===== config.mk =====
export PLATFORM = sky130hd
export DESIGN_NAME = blink_playback_arbiter
export DESIGN_NICKNAME = d
export VERILOG_FILES = /design/src/rtl/blink_playback_arbiter.sv
export SDC_FILE = /design/constraint.sdc
export NUM_CORES = 1
export LEC_CHECK = 0
export BUFFER_PORTS_ARGS = -buffer_cell sky130_fd_sc_hd__buf_2
export CAP_MARGIN = 30
export CORE_MARGIN = 3
export CORE_UTILIZATION = 59
export DETAILED_ROUTE_END_ITERATION = 6
export GPL_TIMING_DRIVEN = 0
export PLACE_DENSITY = 0.95
export SLEW_MARGIN = 15
export SYNTH_ARGS = -nofsm -noshare
export SYNTH_HDL_FRONTEND = slang
export SYNTH_SLANG_ARGS = --single-unit

===== constraint.sdc =====
create_clock -name CLK -period 6.2 [get_ports CLK]
set_input_delay 1.24 -clock CLK [delete_from_list [all_inputs] [get_ports CLK]]
set_output_delay 1.24 -clock CLK [all_outputs]
set_load 0.005 [all_outputs]

===== src/rtl/blink_playback_arbiter.sv =====
`default_nettype none
// ============================================================================
// Module      : blink_playback_arbiter
// Description : Round-robin arbiter that shares one LED pin between NUM_REQ
//               requesters. The winner's pattern is latched into a shadow
//               register and played LSB first, one bit per TICK_RATE cycles,
//               followed by a one-cycle ack to the owner.
//               Optional feature macro: BLINK_ARB_ABORT_EN (adds abort input).
// Revision    : 1.0 - initial release
// ============================================================================
module blink_playback_arbiter #(
    parameter int  NUM_REQ       = 2,
    parameter int  PATTERN_WIDTH = 102,
    parameter int  TICK_RATE     = 5_000_000,
    localparam int IDXW          = $clog2(PATTERN_WIDTH + 1)
) (
    input  logic                             CLK,
    input  logic                             RST_N,
    input  logic [NUM_REQ-1:0]               req,
    input  logic [NUM_REQ*PATTERN_WIDTH-1:0] pattern,
    input  logic [NUM_REQ*IDXW-1:0]          length,
`ifdef BLINK_ARB_ABORT_EN
    input  logic                             abort,
`endif
    output logic [NUM_REQ-1:0]               grant,
    output logic [NUM_REQ-1:0]               ack,
    output logic                             busy,
    output logic                             LED,
    output logic [IDXW-1:0]                  blink_index
);

    localparam int              PTRW        = (NUM_REQ > 1) ? $clog2(NUM_REQ) : 1;
    localparam logic [IDXW-1:0] C_MAX_LEN   = IDXW'(PATTERN_WIDTH);
    localparam logic [IDXW-1:0] C_IDX_ONE   = IDXW'(1);
    localparam logic [31:0]     C_TICK_LAST = 32'(TICK_RATE - 1);

    typedef enum logic [1:0] {
        S_IDLE = 2'd0,
        S_LOAD = 2'd1,
        S_PLAY = 2'd2,
        S_DONE = 2'd3
    } state_t;

    state_t                   state_q, state_d;
    logic [PTRW-1:0]          ptr_q, ptr_d;
    logic [NUM_REQ-1:0]       grant_q, grant_d;
    logic [NUM_REQ-1:0]       ack_q, ack_d;
    logic                     busy_q, busy_d;
    logic                     led_q, led_d;
    logic [IDXW-1:0]          idx_q, idx_d;
    logic [IDXW-1:0]          len_q, len_d;
    logic [31:0]              tick_q, tick_d;
    logic [PATTERN_WIDTH-1:0] shadow_q, shadow_d;
    logic [PATTERN_WIDTH-1:0] play_bits;

    logic                     rr_found;
    logic [PTRW-1:0]          rr_pick;
    int                       rr_cand;
    logic                     abort_hit;

    // Per-requester views of the flat pattern/length buses
    logic [PATTERN_WIDTH-1:0] slot_pat [NUM_REQ];
    logic [IDXW-1:0]          slot_len [NUM_REQ];

    for (genvar g = 0; g < NUM_REQ; g++) begin : g_slot
        assign slot_pat[g] = pattern[g*PATTERN_WIDTH +: PATTERN_WIDTH];
        assign slot_len[g] = length[g*IDXW +: IDXW];
    end

`ifdef BLINK_ARB_ABORT_EN
    assign abort_hit = abort && ((state_q == S_LOAD) || (state_q == S_PLAY));
`else
    assign abort_hit = 1'b0;
`endif

    // Round-robin pick: first set request after the last-served index, wrapping
    always_comb begin
        rr_found = 1'b0;
        rr_pick  = ptr_q;
        rr_cand  = 0;
        for (int k = 1; k <= NUM_REQ; k++) begin
            rr_cand = (int'(ptr_q) + k) % NUM_REQ;
            if (!rr_found && req[PTRW'(rr_cand)]) begin
                rr_found = 1'b1;
                rr_pick  = PTRW'(rr_cand);
            end
        end
    end

    // Next-state logic: IDLE -> LOAD -> PLAY -> DONE -> IDLE
    always_comb begin
        state_d  = state_q;
        ptr_d    = ptr_q;
        grant_d  = grant_q;
        idx_d    = idx_q;
        len_d    = len_q;
        tick_d   = tick_q;
        shadow_d = shadow_q;
        case (state_q)
            S_IDLE: begin
                idx_d  = '0;
                tick_d = '0;
                if (rr_found) begin
                    ptr_d   = rr_pick;
                    grant_d = NUM_REQ'(1) << rr_pick;
                    state_d = S_LOAD;
                end
            end
            S_LOAD: begin
                shadow_d = slot_pat[ptr_q];
                len_d    = (slot_len[ptr_q] > C_MAX_LEN) ? C_MAX_LEN : slot_len[ptr_q];
                idx_d    = '0;
                tick_d   = '0;
                state_d  = (len_d == '0) ? S_DONE : S_PLAY;
            end
            S_PLAY: begin
                if (tick_q == C_TICK_LAST) begin
                    tick_d = '0;
                    // Last bit finished: leave idx on it rather than wrapping
                    if (idx_q == len_q - C_IDX_ONE) begin
                        state_d = S_DONE;
                    end else begin
                        idx_d = idx_q + C_IDX_ONE;
                    end
                end else begin
                    tick_d = tick_q + 32'd1;
                end
            end
            S_DONE: begin
                grant_d = '0;
                idx_d   = '0;
                state_d = S_IDLE;
            end
            default: state_d = S_IDLE;
        endcase
        if (abort_hit) begin
            state_d = S_DONE;
        end
    end

    // Registered outputs derived from the upcoming state so the pin never glitches
    always_comb begin
        play_bits = shadow_d >> idx_d;
        led_d     = (state_d == S_PLAY) ? play_bits[0] : 1'b0;
        ack_d     = (state_d == S_DONE) ? grant_d : '0;
        busy_d    = (state_d != S_IDLE);
    end

    // State and output registers with synchronous active-low reset
    always_ff @(posedge CLK) begin
        if (!RST_N) begin
            state_q  <= S_IDLE;
            ptr_q    <= PTRW'(NUM_REQ - 1);
            grant_q  <= '0;
            ack_q    <= '0;
            busy_q   <= 1'b0;
            led_q    <= 1'b0;
            idx_q    <= '0;
            len_q    <= '0;
            tick_q   <= '0;
            shadow_q <= '0;
        end else begin
            state_q  <= state_d;
            ptr_q    <= ptr_d;
            grant_q  <= grant_d;
            ack_q    <= ack_d;
            busy_q   <= busy_d;
            led_q    <= led_d;
            idx_q    <= idx_d;
            len_q    <= len_d;
            tick_q   <= tick_d;
            shadow_q <= shadow_d;
        end
    end

    assign grant       = grant_q;
    assign ack         = ack_q;
    assign busy        = busy_q;
    assign LED         = led_q;
    assign blink_index = idx_q;

endmodule
`default_nettype wire


-- Word-level counts from Yosys, hierarchy flattened
Cells that the tools add are included.
- register bits after elaboration: 157
- input bits: 222
- shift operators: 2
- bitwise operators: 1
- add/sub/neg operators: 5
- muxes and demuxes: 28
- $lt $le $gt $ge: 4
- reduce and logical (&&, ||, !) cells: 11
- eq/ne operators: 7
- operators by type and width (kind ; number):
    102-bit two-way mux ; 4
    102-bit by 7-bit right shift with 1-bit output ; 1
    32-bit one-hot mux with 2 select lines ; 1
    7-bit two-way mux ; 6
    32-bit by 1-bit adder with 32-bit output, second input constant ; 1
    32-bit by 23-bit == test with 1-bit output, second input constant ; 1
    32-bit two-way mux ; 1
    7-bit one-hot mux with 2 select lines ; 1
    1-bit two-way mux ; 9
    2-bit == test, second input constant ; 4
    2-bit two-way mux ; 4
    2-bit one-hot mux with 4 select lines ; 1
    7-bit by 1-bit adder with 7-bit output, second input constant ; 1
    7-bit == test ; 1
    7-bit greater-than comparator, second input constant ; 1
    7-bit zero test ; 1
    7-bit by 1-bit subtractor with 7-bit output, second input constant ; 1
    1-bit by 3-bit < comparator with 1-bit output, second input constant ; 2
    2-bit AND reduction ; 3
    2-bit one-hot mux with 2 select lines ; 1
    2-bit nonzero test ; 2
    3-bit OR reduction ; 1
    1-bit adder, second input constant ; 2
    2-bit by 1-bit == test with 1-bit output, second input constant ; 1
    7 further kinds ; 7

-- Logic depth before layout (Yosys ltp)
- word-level depth: 12
- mapped depth: 18
- gate-level depth less buffers: 14

-- Worst setup path before layout
OpenSTA, ideal clock, no wires.
- path kind: reg2reg
- start: register len_q[0]
- end: register led_q, in the netlist LED
- data required time: 6082 ps
- path buffers: 3
- period minus slack after synthesis: 3590 ps
- cell stages (with the launch flop): 16
- path slack: 2610 ps
- setup time: 118 ps
- arrival time: 3472 ps
- cell sequence: dfxtp_1 clkbuf_1 inv_1 ha_1 xnor2_1 o2bb2ai_1 a211oi_1 nor3_1 nor4_4 buf_6 buf_12 mux2_2 mux4_2 nand3_1 a31oi_1 o2111a_1
- longest elaborated chain between the ends: 7
- elaborated cells on any way between the ends: 11
- ends and longest elaborated chain (what ; line ; source):
    start, declared ; 51 ; logic [IDXW-1:0] len_q, len_d;
    start signal, assigned ; 170 ; len_q <= len_d;
    7-bit by 1-bit subtractor with 7-bit output * ; 120 ; if (idx_q == len_q - C_IDX_ONE) begin
    7-bit == test * ; 120 ;
    branches (longest 5 deep; another with 102-bit by 7-bit right shift with 1-bit output) ; -- ;
    end signal, assigned ; 168 ; led_q <= led_d;
    end, declared ; 49 ; logic led_q, led_d;
Mark *: on every way between the ends.
A chain may end at the register's enable or synchronous reset.

-- Final worst setup path
- start: register ptr_q
- end: register shadow_q[52]
- longest elaborated chain between the ends: 5
- ends and longest elaborated chain (what ; line ; source):
    start, declared ; 45 ; logic [PTRW-1:0] ptr_q, ptr_d;
    start signal, assigned ; 153 ; ptr_q <= PTRW'(NUM_REQ - 1);
    start signal, assigned ; 164 ; ptr_q <= ptr_d;
    1-bit NOT with 2-bit output (implied by the code) ; 110 ; shadow_d = slot_pat[ptr_q];
    102-bit two-way mux (implied by the code) (3 in a row) ; 110 ;
    102-bit two-way mux ; 99 ; case (state_q)
    end signal, assigned ; 172 ; shadow_q <= shadow_d;
    end, declared ; 53 ; logic [PATTERN_WIDTH-1:0] shadow_q, shadow_d;
No other way between the ends. The select of a mux whose other input is x is not followed.

==> results.ini <==
[synth]
syn_avg_cell_area_sq_um=8.94
async_flop_share_pct=0
synth-seq-cells=157
yosys-top-cells-area=dfxtp_1, mux2i_1, o211a_1
syn_inst=1128
yosysTopAreaCellShare_pct=31.2
synth_edf_count=0
syn_area_sq_um=10100
ys.flop_type=dfxtp_1
ys_seq_area_share_pct=31.2
synth_fp_nets=1358
yosys.cell_types.count=82
ys_warn_count=0
yosysTopAreaCell=dfxtp_1

[critical_path]
arrival_ps=5670
critPathLaunchType=register
cp_slowest_cell=clkbuf_1
cp.depth=9
reg2reg_from=ptr_q
regToRegSetupSlack_ps=880
crit_chain=clkbuf_1 -> clkbuf_1 -> clkbuf_1 -> buf_2 -> clkbuf_1 -> buf_1 -> mux2i_1 -> nand2_1 -> o211a_1
reg2regPathDepth=9
cp-end-kind=register
crit_type=register to register
worst-path-max-fanout=10
crit_end=shadow_q[52]
crit_buf_inv=6
critPathTopFamily=buffers and inverters
cp.required_ps=6550
cpMostUsedCell=clkbuf_1
startpoint=ptr_q
max_stage_delay_ps=790
rr_endpoint=shadow_q[52]

[timing]
rsz0062_at_grt=false
finClkSkew_ps=10.0
worst_slew_margin_rel_pct=31.8
finalCritPeriodShare_pct=85.8
worstMarginPinSlew_ps=1020
hold_violations=0
fin_hold_ws_ps=481
setup_ws_ps=882
finalSetupTns_ps=0
setup_viol=0
min_period_ps=5320
slew_viol_final=0
fmax_mhz=188

[clocking]
worstSkewPairLatency_ps=460
cts_sinks=157
clockBufferDepth=2
htree_num_levels=4
cts-root-buf=clkbuf_16
cts_tree=built
cts_resized=0
numCtsBuffers=17
clk_pin_slew_ps=70
holdBufCountCts=0
postCtsSetupRepairBufs=0

[run_status]
outcome=complete, but fails checks
violations=design-rule violations

[detailed_routing]
num_vias=10700
drt_iter0_markers=1267
avgRoutedWirePerCell_um=22.9
via_per_inst=6.65
final_antenna_net_count=0
routed_wl_um=36900
dr.pass1.iters=7
drc=19

[global_route]
grt_max_degree=17
antenna_found_initial=1
grt-ovfl-total=0
grt_pass1_vias=10400
grt_pass1_wl_um=54700
grt_usage_pct=38.8

[placed_design]
port_buffers=233
place_ws_ps=1160
place_inst=1583
dpl.hpwl_um=27000
gp_congestion=1.03

[min_path]
min_path_type=register to register
min_path_cells=1

[power]
p_leak_nw=6.19
power.density_nw_per_um2=365
ir_drop_v=0.000292

[layout]
drive_gt1_share_pct=24.6
nNetsFinal=1613
fin_cells=1616
diodes=0
areaGrowthSynthToFinish_pct=20.5
n_fill_cell=1188
register_area_sq_um=3140
multi_input_area_sq_um=6400
post-route-util_pct=73.0

[floorplanning]
die_w_um=137
core_area_sq_um=16600
dieArea_sq_um=18700
placementRows=47
initial_utilization_pct=60.6
die_y_um=137
ioPinCount=235

[job]
cap_viol_max_count=0

-- cell usage after synthesis (18+ instances only) --
library cell and instances:
o21ai_0 18, xor2_1 24, o211a_1 84, dfxtp_1 157, nand2_1 132, inv_1 30
buf_1 21, mux4_2 20, nor2b_1 22, xnor2_1 19, nor2_1 94, nand3_1 25
a21oi_1 34, nor3_1 25, mux2_2 22, clkbuf_1 48, mux2i_1 149
-- cells by family after synthesis --
family / share of synthesized area [%]
adder cells (fa/ha/maj): 0.992
AO/OA/AOI/OAI: 17.6
multiplexers: 22.7
XOR/XNOR: 3.73
flip-flops: 31.2
AND/OR/NAND/NOR: 18.4
buffers and inverters: 5.42
-- per-layer routing --
metal | GRT usage (%) | part of all wire, % | routed length (um)
met1 | 44.1 | 34 | 12700
met4 | 25.3 | 6.4 | 2360
met2 | 61.9 | 46 | 17000
met5 | 0 | 0.038 | 14
met3 | 13.2 | 13 | 4890
-- cell usage in the layout, fill, tap and decap left out, types with 24 or more instances in the layout --
cell      count
clkbuf_1     48
dfxtp_1     157
inv_1        30
o211a_1      84
nor3_1       25
mux2i_1     149
a21oi_1      34
xor2_1       24
nor2_1       94
nand2_1     132
buf_2       242
nand3_1      25
-- per-stage QoR --
| stage | instance area [sq um] | total power [mW] |
|---|---|---|
| 2_1_floorplan | 10100 | 2.68 |
| 3_3_place_gp | 11500 | 3.18 |
| 3_5_place_dp | 11600 | 3.27 |
| 4_1_cts | 12100 | 4.34 |
| 5_1_grt | 12200 | 4.60 |
| 6_report | 12200 | 4.44 |
-- report_power, final --
part	switching [mW]	internal, mW	total (mW)
sequential	0.168	1.28	1.45
combinational	1.15	0.772	1.92
clock	0.477	0.596	1.07
-- state kept, by name (all words and copies together), names as in the netlist, 2 cells and up --
| register | count |
|---|---|
| state_q | 2 |
| shadow_q | 102 |
| grant | 2 |
| blink_index | 7 |
| ack | 2 |
| tick_q | 32 |
| len_q | 7 |
-- worst min-delay path by stage --
stage                   from            end  slack, ps
2_1_floorplan  shadow_q[100]  shadow_q[100]        450
3_3_place_gp   shadow_q[100]  shadow_q[100]        460
3_5_place_dp    shadow_q[24]   shadow_q[24]        460
4_1_cts         shadow_q[93]   shadow_q[93]        480
5_1_grt         shadow_q[15]   shadow_q[15]        490
6_report        shadow_q[16]   shadow_q[16]        480
-- final cells by class --
cell class | instances | area share (%)
clock inverters | 15 | 1.33
flip-flops and latches | 157 | 25.9
plain buffers | 88 | 3.54
well taps | 220 | 2.27
multi-input cells | 852 | 52.6
clock buffers | 17 | 3.50
repair buffers | 236 | 9.90
inverters | 31 | 0.957
Power figures use the tool's default switching activity.
